==> src/rtl/stream_to_axi_r_if.sv <==
// Bus bundle for stream_to_axi_r.
//  Stream side : can_forwardR, input_valid, input_data -> input_ready
//  R side      : AXIS_rid/rdata/rresp/rlast/ruser/rvalid -> AXIS_rready
//  Status      : type_err, len_err, err_count
// modport slave  : the stream_to_axi_r block itself.
// modport master : the environment, which feeds the stream and consumes R beats.
interface stream_to_axi_r_if #(
  parameter int DATA_WIDTH    = 128,
  parameter int ID_WIDTH      = 32,
  parameter int USER_WIDTH    = 64,
  parameter int ERR_CNT_WIDTH = 8
);
  logic                     can_forwardR;
  logic                     input_valid;
  logic [DATA_WIDTH-1:0]    input_data;
  logic                     input_ready;
  logic [ID_WIDTH-1:0]      AXIS_rid;
  logic [DATA_WIDTH-1:0]    AXIS_rdata;
  logic [1:0]               AXIS_rresp;
  logic                     AXIS_rlast;
  logic [USER_WIDTH-1:0]    AXIS_ruser;
  logic                     AXIS_rvalid;
  logic                     AXIS_rready;
  logic                     type_err;
  logic                     len_err;
  logic [ERR_CNT_WIDTH-1:0] err_count;

  modport master (
    output can_forwardR, input_valid, input_data, AXIS_rready,
    input  input_ready, AXIS_rid, AXIS_rdata, AXIS_rresp, AXIS_rlast, AXIS_ruser,
           AXIS_rvalid, type_err, len_err, err_count
  );

  modport slave (
    input  can_forwardR, input_valid, input_data, AXIS_rready,
    output input_ready, AXIS_rid, AXIS_rdata, AXIS_rresp, AXIS_rlast, AXIS_ruser,
           AXIS_rvalid, type_err, len_err, err_count
  );
endinterface

==> src/rtl/stream_to_axi_r.sv <==
// stream_to_axi_r: far end of the R-channel stream link. Consumes word pairs
// (data word, then metadata word), checks the metadata type tag and rebuilds
// one AXI R beat per good pair. Tracks burst position to flag bursts that run
// to BURST_LEN beats without RLAST, and keeps a saturating error count.
// Ports:
//  clk   - clock, rising edge
//  reset - asynchronous, active-high
//  bus   - stream_to_axi_r_if.slave (stream in, R beat out, error status)
// Metadata word (LSB up): [1:0] rresp, [2] rlast, [ID_WIDTH+2:3] rid,
//  then USER_WIDTH bits ruser, type tag in the top STREAM_TYPE_WIDTH bits.
// Interface parameters must match the ones given here.
module stream_to_axi_r #(
  parameter int                           DATA_WIDTH        = 128,
  parameter int                           ID_WIDTH          = 32,
  parameter int                           USER_WIDTH        = 64,
  parameter int                           BURST_LEN         = 8,
  parameter int                           STREAM_TYPE_WIDTH = 3,
  parameter logic [STREAM_TYPE_WIDTH-1:0] STREAM_TYPE       = '0,
  parameter int                           ERR_CNT_WIDTH     = 8
) (
  input logic               clk,
  input logic               reset,
  stream_to_axi_r_if.slave  bus
);
  localparam int CNT_W    = (BURST_LEN > 1) ? $clog2(BURST_LEN) : 1;
  localparam int ID_LSB   = 3;
  localparam int USER_LSB = 3 + ID_WIDTH;
  localparam logic [CNT_W-1:0] CNT_MAX = CNT_W'(BURST_LEN - 1);

  generate
    if (3 + ID_WIDTH + USER_WIDTH + STREAM_TYPE_WIDTH > DATA_WIDTH) begin : g_bad_layout
      $error("stream_to_axi_r: metadata fields do not fit in DATA_WIDTH");
    end
  endgenerate

  typedef enum logic [1:0] {
    S_DATA = 2'd0,
    S_META = 2'd1,
    S_SEND = 2'd2
  } state_t;

  state_t                   state_q;
  logic [DATA_WIDTH-1:0]    data_q;
  logic [ID_WIDTH-1:0]      rid_q;
  logic [DATA_WIDTH-1:0]    rdata_q;
  logic [1:0]               rresp_q;
  logic                     rlast_q;
  logic [USER_WIDTH-1:0]    ruser_q;
  logic                     rvalid_q;
  logic                     type_err_q;
  logic                     len_err_q;
  logic [CNT_W-1:0]         beat_cnt_q;
  logic [ERR_CNT_WIDTH-1:0] err_cnt_q;

  logic                     ready;
  logic                     accept;
  logic                     tag_ok;

  // Ready is held low through reset so nothing is taken while the FSM is held.
  assign ready  = !reset && bus.can_forwardR && (state_q != S_SEND);
  assign accept = bus.input_valid && ready;
  assign tag_ok = (bus.input_data[DATA_WIDTH-1 -: STREAM_TYPE_WIDTH] == STREAM_TYPE);

  always_ff @(posedge clk or posedge reset) begin
    if (reset) begin
      state_q    <= S_DATA;
      data_q     <= '0;
      rid_q      <= '0;
      rdata_q    <= '0;
      rresp_q    <= '0;
      rlast_q    <= 1'b0;
      ruser_q    <= '0;
      rvalid_q   <= 1'b0;
      type_err_q <= 1'b0;
      len_err_q  <= 1'b0;
      beat_cnt_q <= '0;
      err_cnt_q  <= '0;
    end else begin
      type_err_q <= 1'b0;
      len_err_q  <= 1'b0;
      case (state_q)
        S_DATA: begin
          if (accept) begin
            data_q  <= bus.input_data;
            state_q <= S_META;
          end
        end
        S_META: begin
          if (accept) begin
            if (tag_ok) begin
              rdata_q  <= data_q;
              rresp_q  <= bus.input_data[1:0];
              rlast_q  <= bus.input_data[2];
              rid_q    <= bus.input_data[ID_LSB +: ID_WIDTH];
              ruser_q  <= bus.input_data[USER_LSB +: USER_WIDTH];
              rvalid_q <= 1'b1;
              state_q  <= S_SEND;
            end else begin
              // Bad tag: the whole pair is discarded.
              type_err_q <= 1'b1;
              if (!(&err_cnt_q)) err_cnt_q <= err_cnt_q + ERR_CNT_WIDTH'(1);
              state_q    <= S_DATA;
            end
          end
        end
        S_SEND: begin
          // rvalid is always high here, so rready alone completes the beat.
          if (bus.AXIS_rready) begin
            rvalid_q <= 1'b0;
            state_q  <= S_DATA;
            if (rlast_q) begin
              beat_cnt_q <= '0;
            end else if (beat_cnt_q == CNT_MAX) begin
              // Burst reached max length with no RLAST; beat still goes out.
              len_err_q  <= 1'b1;
              if (!(&err_cnt_q)) err_cnt_q <= err_cnt_q + ERR_CNT_WIDTH'(1);
              beat_cnt_q <= '0;
            end else begin
              beat_cnt_q <= beat_cnt_q + CNT_W'(1);
            end
          end
        end
        default: state_q <= S_DATA;
      endcase
    end
  end

  assign bus.input_ready = ready;
  assign bus.AXIS_rid    = rid_q;
  assign bus.AXIS_rdata  = rdata_q;
  assign bus.AXIS_rresp  = rresp_q;
  assign bus.AXIS_rlast  = rlast_q;
  assign bus.AXIS_ruser  = ruser_q;
  assign bus.AXIS_rvalid = rvalid_q;
  assign bus.type_err    = type_err_q;
  assign bus.len_err     = len_err_q;
  assign bus.err_count   = err_cnt_q;
endmodule

==> src/flat_wrapper.sv <==
// flat-port wrapper written by rule: the top's interface ports become plain ports
module stream_to_axi_r_flat 
#(
  parameter int                           DATA_WIDTH        = 128,
  parameter int                           ID_WIDTH          = 32,
  parameter int                           USER_WIDTH        = 64,
  parameter int                           BURST_LEN         = 8,
  parameter int                           STREAM_TYPE_WIDTH = 3,
  parameter logic [STREAM_TYPE_WIDTH-1:0] STREAM_TYPE       = '0,
  parameter int                           ERR_CNT_WIDTH     = 8
)
  (clk, reset, bus_can_forwardR, bus_input_valid, bus_input_data, bus_AXIS_rready, bus_input_ready, bus_AXIS_rid, bus_AXIS_rdata, bus_AXIS_rresp, bus_AXIS_rlast, bus_AXIS_ruser, bus_AXIS_rvalid, bus_type_err, bus_len_err, bus_err_count);
  stream_to_axi_r_if #(.DATA_WIDTH(DATA_WIDTH), .ID_WIDTH(ID_WIDTH), .USER_WIDTH(USER_WIDTH), .ERR_CNT_WIDTH(ERR_CNT_WIDTH)) bus_i ();
  input logic clk;
  input logic reset;
  input wire logic [$bits(bus_i.can_forwardR)-1:0] bus_can_forwardR;
  input wire logic [$bits(bus_i.input_valid)-1:0] bus_input_valid;
  input wire logic [$bits(bus_i.input_data)-1:0] bus_input_data;
  input wire logic [$bits(bus_i.AXIS_rready)-1:0] bus_AXIS_rready;
  output wire logic [$bits(bus_i.input_ready)-1:0] bus_input_ready;
  output wire logic [$bits(bus_i.AXIS_rid)-1:0] bus_AXIS_rid;
  output wire logic [$bits(bus_i.AXIS_rdata)-1:0] bus_AXIS_rdata;
  output wire logic [$bits(bus_i.AXIS_rresp)-1:0] bus_AXIS_rresp;
  output wire logic [$bits(bus_i.AXIS_rlast)-1:0] bus_AXIS_rlast;
  output wire logic [$bits(bus_i.AXIS_ruser)-1:0] bus_AXIS_ruser;
  output wire logic [$bits(bus_i.AXIS_rvalid)-1:0] bus_AXIS_rvalid;
  output wire logic [$bits(bus_i.type_err)-1:0] bus_type_err;
  output wire logic [$bits(bus_i.len_err)-1:0] bus_len_err;
  output wire logic [$bits(bus_i.err_count)-1:0] bus_err_count;
  assign bus_i.can_forwardR = bus_can_forwardR;
  assign bus_i.input_valid = bus_input_valid;
  assign bus_i.input_data = bus_input_data;
  assign bus_i.AXIS_rready = bus_AXIS_rready;
  assign bus_input_ready = bus_i.input_ready;
  assign bus_AXIS_rid = bus_i.AXIS_rid;
  assign bus_AXIS_rdata = bus_i.AXIS_rdata;
  assign bus_AXIS_rresp = bus_i.AXIS_rresp;
  assign bus_AXIS_rlast = bus_i.AXIS_rlast;
  assign bus_AXIS_ruser = bus_i.AXIS_ruser;
  assign bus_AXIS_rvalid = bus_i.AXIS_rvalid;
  assign bus_type_err = bus_i.type_err;
  assign bus_len_err = bus_i.len_err;
  assign bus_err_count = bus_i.err_count;
  stream_to_axi_r #(.DATA_WIDTH(DATA_WIDTH), .ID_WIDTH(ID_WIDTH), .USER_WIDTH(USER_WIDTH), .BURST_LEN(BURST_LEN), .STREAM_TYPE_WIDTH(STREAM_TYPE_WIDTH), .STREAM_TYPE(STREAM_TYPE), .ERR_CNT_WIDTH(ERR_CNT_WIDTH)) u_core (.clk(clk), .reset(reset), .bus(bus_i));
endmodule
==> config.mk <==
export PLATFORM = sky130hd
export DESIGN_NAME = stream_to_axi_r_flat
export DESIGN_NICKNAME = d
export VERILOG_FILES = /design/src/rtl/stream_to_axi_r_if.sv /design/src/rtl/stream_to_axi_r.sv /design/src/flat_wrapper.sv
export SDC_FILE = /design/constraint.sdc
export NUM_CORES = 1
export LEC_CHECK = 0
export BUFFER_PORTS_ARGS = -buffer_cell sky130_fd_sc_hd__buf_4
export CORE_ASPECT_RATIO = 1.25
export CORE_MARGIN = 2
export CORE_UTILIZATION = 30
export DETAILED_ROUTE_END_ITERATION = 8
export PLACE_DENSITY = 0.61
export RECOVER_POWER = 25
export REMOVE_ABC_BUFFERS = 1
export SLEW_MARGIN = 20
export SYNTH_ARGS = -nofsm -noshare
export SYNTH_HDL_FRONTEND = slang
export SYNTH_SLANG_ARGS = --single-unit
==> constraint.sdc <==
create_clock -name clk -period 16.1 [get_ports clk]
set_input_delay 3.22 -clock clk [delete_from_list [all_inputs] [get_ports clk]]
set_output_delay 3.22 -clock clk [all_outputs]
set_load 0.005 [all_outputs]
-- Yosys cells after proc, flatten, opt, wreduce, memory -nomap -nowiden
Index checks and enable logic that the tools add are counted.
- add/subtract/negate cells: 2
- equality and inequality tests: 11
- muxes and demuxes: 25
- reduce and logical (&&, ||, !) cells: 14
- operators with widths (kind ; count):
    two-way mux 8 bit ; 6
    case mux 8 bit (2 select lines) ; 1
    two-way mux 1 bit ; 10
    adder 8 x 1 -> 8 bit, second input constant ; 1
    two-way mux 2 bit ; 4
    != test 2 x 1 -> 1 bit, second input constant ; 4
    != test 2 bit, second input constant ; 4
    AND reduction 8 bit ; 1
    two-way mux 3 bit ; 2
    case mux 2 bit (3 select lines) ; 1
    AND reduction 3 bit ; 2
    AND reduction 6 bit ; 1
    AND reduction 2 bit ; 2
    AND reduction 4 bit ; 1
    adder 3 x 1 -> 3 bit, second input constant ; 1
    == test 3 bit, second input constant ; 1
    logical AND 1 bit ; 3
    zero test 3 bit ; 1
    == test 2 x 1 -> 1 bit, second input constant ; 1
    == test 2 bit, second input constant ; 1
    zero test 2 bit ; 1
    case mux 1 bit (2 select lines) ; 1
    nonzero test 2 bit ; 1
    zero test 1 bit ; 1
- register bits after elaboration: 371
- word-level logic and storage cells: 64

-- Depth between registers and ports, before layout
Gate-level depths: netlist of run 1.
- depth in word-level cells: 6
- gate-level depth with buffers: 6
- depth with buffers taken out: 5

-- Least setup slack after synthesis of run 1
No wires, ideal clock.
- path kind: input to output
- start: input port reset
- end: output port bus_input_ready
- arrival time: 11.815 ns
- data required time: 12.880 ns
- path slack: 1.065 ns
- stages: 2
- cells stage by stage: inv_1 > and3_1
- longest elaborated chain between the ends: 3
- RTL lines (element ; line ; RTL):
    start, declared ; flat_wrapper.sv:15 ; input logic reset;
    zero test 1 bit (no line) ; n/a ;
    logical AND 1 bit (2 in series) ; stream_to_axi_r.sv:60 ; assign ready = !reset && bus.can_forwardR && (state_q != S_SEND);
    end, declared ; flat_wrapper.sv:20 ; output wire logic [$bits(bus_i.input_ready)-1:0] bus_input_ready;
No other way between the ends.

-- Worst setup path after layout of run 1
Ends and elaborated chain as after synthesis.

==> run summary, run 1 <==
Summed over all cells, the static leakage comes to around 10 nW. The number of synthesis warnings came out at 0. Of the total power, the share spent switching nets is 0.254. Clock-pin slew was measured on the worst setup and hold paths at 0.06 ns. The achievable clock frequency is 132 MHz. The number of global-route vias before repair is a little under 9000. After routing, the total negative slack on setup checks comes to 0 ns.

After routing the design area is 19300 sq um. The chip height is roughly 250 um. The filler cell count is about 4600. The floorplan step defined a die boundary enclosing around 50000 sq um.

0 antenna diodes ended up in the layout. Summed over all layers, the routed wires come to 32600 um. The cell sitting at the root of the clock tree is a clkbuf_16. The post-synthesis average cell area came out at 18.0 sq um. In this run the core area contains between 90 and 100 standard-cell rows. The final estimated routing congestion in global placement came out at 0.727. The post-cts sizing count came out at 0. In this run the cell area measured after placement is 18100 sq um. The largest net degree at the start of global routing came out at between 150 and 200. The initial cell density of the core came out at 0.302. The routed design could run at a clock period as short as 7.58 ns.

The setup fix buffers added after clock tree synthesis came out at 0. The DRC marker count from the first detailed-route iteration came out at 305. Of the total power, combinational logic draws 0.242. Setup repair after global routing left no endpoint under its margin. Dividing the detail-routed via count by the number of cells gives 4.32. Between clock sinks in the finished design, the worst skew comes to about 0.011 ns. The global routing usage summed across all routing layers came out at 0.126.

The share of total power in the clock network is 0.299. In the finished design, the share of the clock period the worst path needs comes to 0.471. The area growth from synthesis to layout is 30.6%.

The layout cell share with drive strength beyond 1 is 0.622. The first-pass iteration count of the detailed router is 4. During placement, the flow inserted port buffers numbering around 370.

At the pin with the least slew margin, the transition time is ~1.5 ns. Synthesis produced a netlist whose cell count is approximately 820. The longest clock path from root to sink contains 3 buffers. In this run, post-CTS hold repair placed 0 buffers. Counting flops and latches in the post-synthesis netlist gives 371. The number of top-level pins is 372.

The flow ran to the end, and the final reports show no timing, DRC or antenna violations. The proportion of synthesized chip area in sequential cells is 0.627. The cell area after technology mapping came out at 14800 sq um.

The horizontal die dimension came out at 203 um. The total number of clock tree sinks came out at roughly 370. The initial antenna violation count is 0. The number of routed nets with antenna violations is 0.

For the worst setup path, the data required time is 12.88 ns. The number of distinct library cells after synthesis came out at 31. The largest vdd supply drop is 0.0957 mV. The switching power summed over all nets is approximately 0.80 mW. The total of endpoints with negative setup slack in the final report came out at 0.

The headroom to the max-slew limit came out at 0.0227. The total vias in the final route came out at 8143. TritonCTS built the clock tree. The classification of the worst setup path is in2out.

At the worst endpoint, the arrival time is 4.36 ns. The core region area came out at ~49000 sq um. The path class of the tightest hold or removal check is reg2reg. The total of max-cap violations came out at 0.

The maximum fanout along the worst path came out at between 100 and 150. The later pin in the worst-skew pair is clocked with a latency of 0.55 ns. The type of element launching the critical path is a primary input. The max-slew violation total from the final report is 0.

The first-pass GRT wire length is 51100 um. The sequential share of power came out at 0.459. The final number of hold-violating endpoints was 0. Detailed placement finished with a half-perimeter wire length of 21800 um.

The net count of the finished layout is 1340. The internal power summed over all cells is 2.34 mW. The total power per unit cell area is between 150 and 200 nW/um^2. The nature of the critical path endpoint is a primary output. In this run, CTS created clock tree buffers numbering 40. The average detailed-routed wire length per instance is 17.3 um. The H-tree depth is 2. The remaining global-route overflow is 0.

The reg-to-reg setup timing slack came out at 11.89 ns. The post-detailed-route DRC marker count came out at 0.
worst max-delay path, cell delays in order:
cell and delay, ns:
clkbuf_1 0.15, inv_8 0.60, and3_1 0.28, buf_4 0.11
cell usage after synthesis (all sizes together):
cell type | number | area [sq um]
nand2b | 4 | 25.0
and3 | 3 | 18.8
nor3 | 2 | 15.0
nand4 | 1 | 6.26
buf | 39 | 375
o21ai | 4 | 20.0
nand4b | 1 | 15.0
dfrtp | 371 | 9280
nand3b | 1 | 11.3
a21boi | 2 | 15.0
nor4 | 1 | 6.26
mux2 | 358 | 4780
nor2b | 1 | 6.26
inv | 4 | 15.0
xor2 | 5 | 43.8
a2bb2oi | 1 | 8.76
nand3 | 5 | 37.5
a21oi | 3 | 15.0
a21o | 1 | 7.51
nor2 | 2 | 7.51
ha | 3 | 37.5
and2 | 1 | 6.26
a211oi | 3 | 22.5
nand2 | 5 | 18.8
and4bb | 1 | 16.3
placed cells by master (no fill, tap or decap), drive strengths merged:
cell / Yosys / routed
nand2b: 4 / 4
clkbuf: 0 / 118
inv: 4 / 6
nand3b: 1 / 1
nand4b: 1 / 1
and4bb: 1 / 1
clkinv: 0 / 9
buf: 39 / 317
a2bb2oi: 1 / 1
and2: 1 / 1
o21ai: 4 / 4
nand4: 1 / 1
xor2: 5 / 5
nand2: 5 / 5
bufinv: 0 / 3
nor4: 1 / 1
nor2b: 1 / 1
ha: 3 / 3
nor2: 2 / 2
nand3: 5 / 5
dfrtp: 371 / 371
a21o: 1 / 1
a211oi: 3 / 3
a21boi: 2 / 2
clkinvlp: 0 / 3
mux2: 358 / 358
and3: 3 / 3
nor3: 2 / 2
a21oi: 3 / 3
state kept, by name, summed over array words and instances (netlist names):
name,cells
u_core.bus.AXIS_rdata,128
u_core.data_q,128
u_core.bus.AXIS_ruser,64
u_core.bus.AXIS_rid,32
u_core.bus.err_count,8
u_core.beat_cnt_q,3
u_core.bus.AXIS_rresp,2
u_core.state_q,2
u_core.bus.AXIS_rlast,1
u_core.bus.AXIS_rvalid,1
u_core.bus.len_err,1
u_core.bus.type_err,1
stage by stage:
stage               setup WS, ns  total power [mW]  hold WS [ns]   util  cells
global placement            8.44              2.23         0.467  0.369   1812
detailed placement          8.45              2.26         0.482  0.369   1812
CTS                         8.44              3.22         0.494  0.397   1885
global route                8.31              3.32         0.501  0.394   1886
finish                      8.52              3.14         0.479  0.394   1886
floorplan                  -5.72              1.86         0.454      -    783
path summary, 6_finish.rpt:
path | startpoint | endpoint | cells past startpoint
hold reg to reg | u_core.data_q[1]$_DFFE_PP0P_ | u_core.bus.AXIS_rdata[1]$_DFFE_PP0P_ | 1
max in group asynchronous | reset | u_core.bus.AXIS_rdata[44]$_DFFE_PP0P_ | 4
setup / recovery | reset | bus_input_ready | 4
hold / removal | u_core.data_q[1]$_DFFE_PP0P_ | u_core.bus.AXIS_rdata[1]$_DFFE_PP0P_ | 1
setup reg to reg | u_core.state_q[1]$_DFFE_PP0P_ | u_core.bus.AXIS_rdata[123]$_DFFE_PP0P_ | 5
min in group asynchronous | reset | u_core.bus.type_err$_DFF_PP0_ | 2
cell type report:
cell class / instances / area (sq um) / share of cell area
repair buffers: 379 / 2830 / 0.146
well taps: 651 / 815 / 0.0421
flip-flops and latches: 371 / 9280 / 0.480
multi-input cells: 408 / 5030 / 0.260
clock buffers: 56 / 1170 / 0.0606
clock inverters: 17 / 183 / 0.00944
inverters: 4 / 22.5 / 0.00116
layer usage:
layer | routed length [um] | GRT usage | share of wire | vias up
met2 | 16400 | 0.209 | 0.50 | 230
met4 | 1260 | 0.0565 | 0.039 | 0
met5 | 0 | 0 | 0 | -
met1 | 12800 | 0.153 | 0.39 | 4175
met3 | 2100 | 0.0375 | 0.064 | 67
li1 | - | - | - | 3671
power by group through the flow:
stage / clock, mW / combinational (mW) / sequential [mW]
6_report: 0.938 / 0.759 / 1.44
5_1_grt: 1.01 / 0.819 / 1.49
4_1_cts: 0.975 / 0.801 / 1.45
3_5_place_dp: 0 / 0.799 / 1.46
3_3_place_gp: 0 / 0.781 / 1.45
2_1_floorplan: 0 / 0.423 / 1.44
kinds of logic (layout without fill, tap and decap cells):
family	count (synthesis)	after routing	share of synthesized area
AO/OA/AOI/OAI	14	14	0.00600
XOR/XNOR	5	5	0.00296
adder cells (fa/ha/maj)	3	3	0.00253
buffers and inverters	43	456	0.0263
flip-flops	371	371	0.627
multiplexers	358	358	0.323
AND/OR/NAND/NOR	28	28	0.0128
Note: power is estimated with default switching activity, not from simulation.
==> run 2, diff against run 1 <==
--- a/config.mk
+++ b/config.mk
@@ -10,7 +10,7 @@
 export CORE_MARGIN = 2
 export CORE_UTILIZATION = 30
 export DETAILED_ROUTE_END_ITERATION = 8
-export PLACE_DENSITY = 0.61
+export PLACE_DENSITY = 0.63
 export RECOVER_POWER = 25
 export REMOVE_ABC_BUFFERS = 1
 export SLEW_MARGIN = 20
==> constraint.sdc (replaced) <==
create_clock -name clk -period 6.8 [get_ports clk]
set_input_delay 1.36 -clock clk [delete_from_list [all_inputs] [get_ports clk]]
set_output_delay 1.36 -clock clk [all_outputs]
set_load 0.005 [all_outputs]
==> run 2 against run 1 <==
- the flow now finishes with violations (max-capacitance violations, max-slew violations)
- hold slack about the same
- via count down 0.20%
- routed wire length up 1.9%
- die area unchanged
- critical endpoint is now u_core.bus.AXIS_rdata[106]$_DFFE_PP0P_
==> run summary, run 2 (synthesis gave the netlist of run 1 again) <==
Status: finished with violations (was finished clean). The final reports fail on max-capacitance violations, max-slew violations. The headroom to the max-slew limit came out at -0.906 (was 0.0227). The kind of cell with the highest combined delay on the critical path is simple AND/OR/NAND/NOR gates (was buffers and inverters).

Sequence of cells on the critical path: clkbuf_1, and4bb_4, nand3_1, buf_4, mux2_4 (was clkbuf_1, inv_8, and3_1, buf_4). The area growth from synthesis to layout came out at 30.5% (was 30.6%). The worst path needs around 4.8 ns of the cycle, external delays included. The full die area is 51200 sq um (unchanged). The initial cell density of the core came out at 0.302 (unchanged).

The total power per unit cell area came out at 381 nW/um^2 (was 162 nW/um^2). The via density per instance came out at 4.32 (about the same). The data required time of the critical path came to 7.22 ns (was 12.88 ns).

The layer with the highest usage after global routing is met2 (unchanged). The global routing met1 resource utilization is 0.150 (was 0.153). The H-tree depth was 2 (unchanged). The first-pass GRT wire length came out at 51400 um (was 51100 um). The post-cts sizing count is 0 (unchanged). The layout net count is 1341 (was 1340). The terminating pin of the worst hold path is u_core.bus.AXIS_rdata[126]$_DFFE_PP0P_ (was u_core.bus.AXIS_rdata[1]$_DFFE_PP0P_). The critical path's largest stage delay is 1.90 ns (was 0.60 ns). The TritonCTS clock tree is yes (unchanged).

The final estimated routing congestion in global placement is 0.724 (was 0.727). The setup fix buffers added after clock tree synthesis was 0 (unchanged). The average detailed-routed wire length per instance came out at 17.7 um (was 17.3 um). The slowest cell on the critical path is nand3_1 (was inv_8). The number of top-level pins came out at 372 (unchanged).

The utilization after layout is 0.394 (about the same). The largest vdd supply drop is 0.244 mV (was 0.0957 mV). The global routing usage summed across all routing layers came out at 0.127 (was 0.126). The total of max-cap violations was 2 (was 0).

The most common cell after layout, fill and taps aside was dfrtp_1 (unchanged). Derived from the worst setup path, the maximum achievable clock frequency is 209 MHz. The worst hold path startpoint is u_core.data_q[126]$_DFFE_PP0P_ (was u_core.data_q[1]$_DFFE_PP0P_). The max-slew violation total from the final report came to 84 (was 0). The DRC marker count from the first detailed-route iteration came to 375 (was 305).

The initial antenna violation count is 1 (was 0). The clock-pin slew reported for the worst setup and hold paths after clock tree synthesis came out at 0.06 ns (about the same). The post-detailed-route DRC marker count came out at 0 (unchanged). The number of cell instances on the worst register-to-register path came to 4 (was 5). The final cell count without fillers is 1880 (was 1886). The total number of clock tree sinks was 371 (unchanged). The chip height is 252 um (unchanged). The buffer depth of the longest clock path is 3 (unchanged). The clock network latency to the later pin of the worst-skew pair is 0.55 ns (about the same). The nature of the critical path endpoint was a flop (was primary output).

The maximum fanout along the worst path is 40 (was 127). The total vias in the final route came out at 8127 (was 8143). The final setup skew came to 0.0159 ns (was 0.0106 ns).

The number of clock buffers inserted by TritonCTS came to 39 (was 40). The number of placement rows is 91 (unchanged). The type of element launching the critical path was a primary input (unchanged). The root buffer cell was clkbuf_16 (unchanged). The type of the worst min-delay path is reg2reg (unchanged). The final critical-path share of the clock period is 0.704. The endpoint of the lowest-slack register-to-register path was u_core.bus.AXIS_rdata[106]$_DFFE_PP0P_ (was u_core.bus.AXIS_rdata[123]$_DFFE_PP0P_).

The number of antenna repair diodes came out at 0 (unchanged). The final number of hold-violating endpoints came out at 0 (unchanged). The total of endpoints with negative setup slack in the final report is 0 (unchanged). The detailed placement HPWL came out at 22300 um (was 21800 um). The count of buffers from port buffering is 371 (unchanged). The classification of the worst setup path is in2reg (was in2out). The critical path launch point is reset (unchanged).

The total placed cells including tap cells came out at 1814 (was 1812). The static leakage was 10.1 nW (was 10.0 nW). The remaining global-route overflow came out at 0 (unchanged). The number of global-route vias before repair came out at 8849 (was 8755). The global-route track usage on met3 is 0.0361 (was 0.0375).

The reg-to-reg setup timing slack came to 2.60 ns (was 11.89 ns). The filler cell count came out at 4575 (was 4599). The critical register-to-register path startpoint is u_core.state_q[1]$_DFFE_PP0P_ (unchanged). The largest net degree at the start of global routing came out at 184 (was 173). The layout cell share with drive strength beyond 1 came out at 0.642 (was 0.622). Unrepaired setup endpoints after global routing: no (unchanged). The routing usage on met2 is 0.219 (was 0.209). The slew at the pin closest to its max-slew limit is 2.85 ns (was 1.46 ns). The first-pass iteration count of the detailed router came to 4 (unchanged). The horizontal die dimension came out at 203 um (unchanged).

Leading cell types in the layout, fill and taps excluded: 371 x dfrtp_1, 306 x buf_4, 200 x mux2_4 (was 371 x dfrtp_1, 314 x buf_4, 176 x mux2_4). The arrival time at the worst endpoint came to 5.20 ns (was 4.36 ns). The number of routed nets with antenna violations is 0 (unchanged). The core region area came out at 49100 sq um (unchanged). The number of cells on the worst hold path is 1 (unchanged).

The accumulated negative setup slack came out at 0 ns (unchanged). The hold buffer count at CTS was 0 (unchanged). The sum of routed wire length over all layers is 33200 um (was 32600 um). The worst path buffer plus inverter count came out at 2 (was 3).
==> run 2: metrics by stage <==
stage | hold WS (ns) | total power [mW] | instance area (sq um) | setup WS (ns)
4_1_cts | 0.483 | 7.52 | 19400 | 2.93
3_5_place_dp | 0.469 | 5.35 | 18200 | 2.43
5_1_grt | 0.511 | 7.77 | 19300 | 1.82
3_3_place_gp | 0.461 | 5.27 | 18200 | 2.48
2_1_floorplan | 0.454 | 4.40 | 14400 | -13.16
6_report | 0.479 | 7.36 | 19300 | 2.01
==> run 2: layer usage <==
layer	part of all wire	wire, um
met1	0.39	13000
met2	0.51	16900
met3	0.062	2050
met4	0.036	1190
met5	0.00033	11
==> run 2: where the power goes <==
| part | leakage (nW) | switching, mW | internal (mW) |
|---|---|---|---|
| clock network | 0.621 | 0.872 | 1.24 |
| registers | 4.80 | 0.440 | 2.99 |
| logic | 4.63 | 0.559 | 1.26 |
==> run 2: worst reg2reg max path, stage by stage (launching register included) <==
cell      delay [ns]
dfrtp_1         0.43
and4bb_4        0.33
nand3_1         1.90
buf_4           1.05
mux2_4          0.39
==> run 2: how the worst max path moves through the flow <==
stage / slack [ns] / to / cells after the start
after floorplan: -13.16 / u_core.data_q[0]$_DFFE_PP0P_ / 4
after global placement: 2.48 / u_core.data_q[64]$_DFFE_PP0P_ / 7
after detailed placement: 2.43 / u_core.data_q[108]$_DFFE_PP0P_ / 7
after CTS: 2.93 / bus_input_ready / 4
after global routing: 1.82 / u_core.bus.AXIS_rdata[106]$_DFFE_PP0P_ / 5
final: 2.01 / u_core.bus.AXIS_rdata[106]$_DFFE_PP0P_ / 5
==> run 2: cell type report <==
class	count	area (sq um)	share of cell area
clock buffers	49	1080	0.0560
clock inverters	16	164	0.00847
inverters	4	22.5	0.00116
multi-input cells	408	5120	0.265
flip-flops and latches	371	9280	0.480
well taps	651	815	0.0421
repair buffers	381	2850	0.147
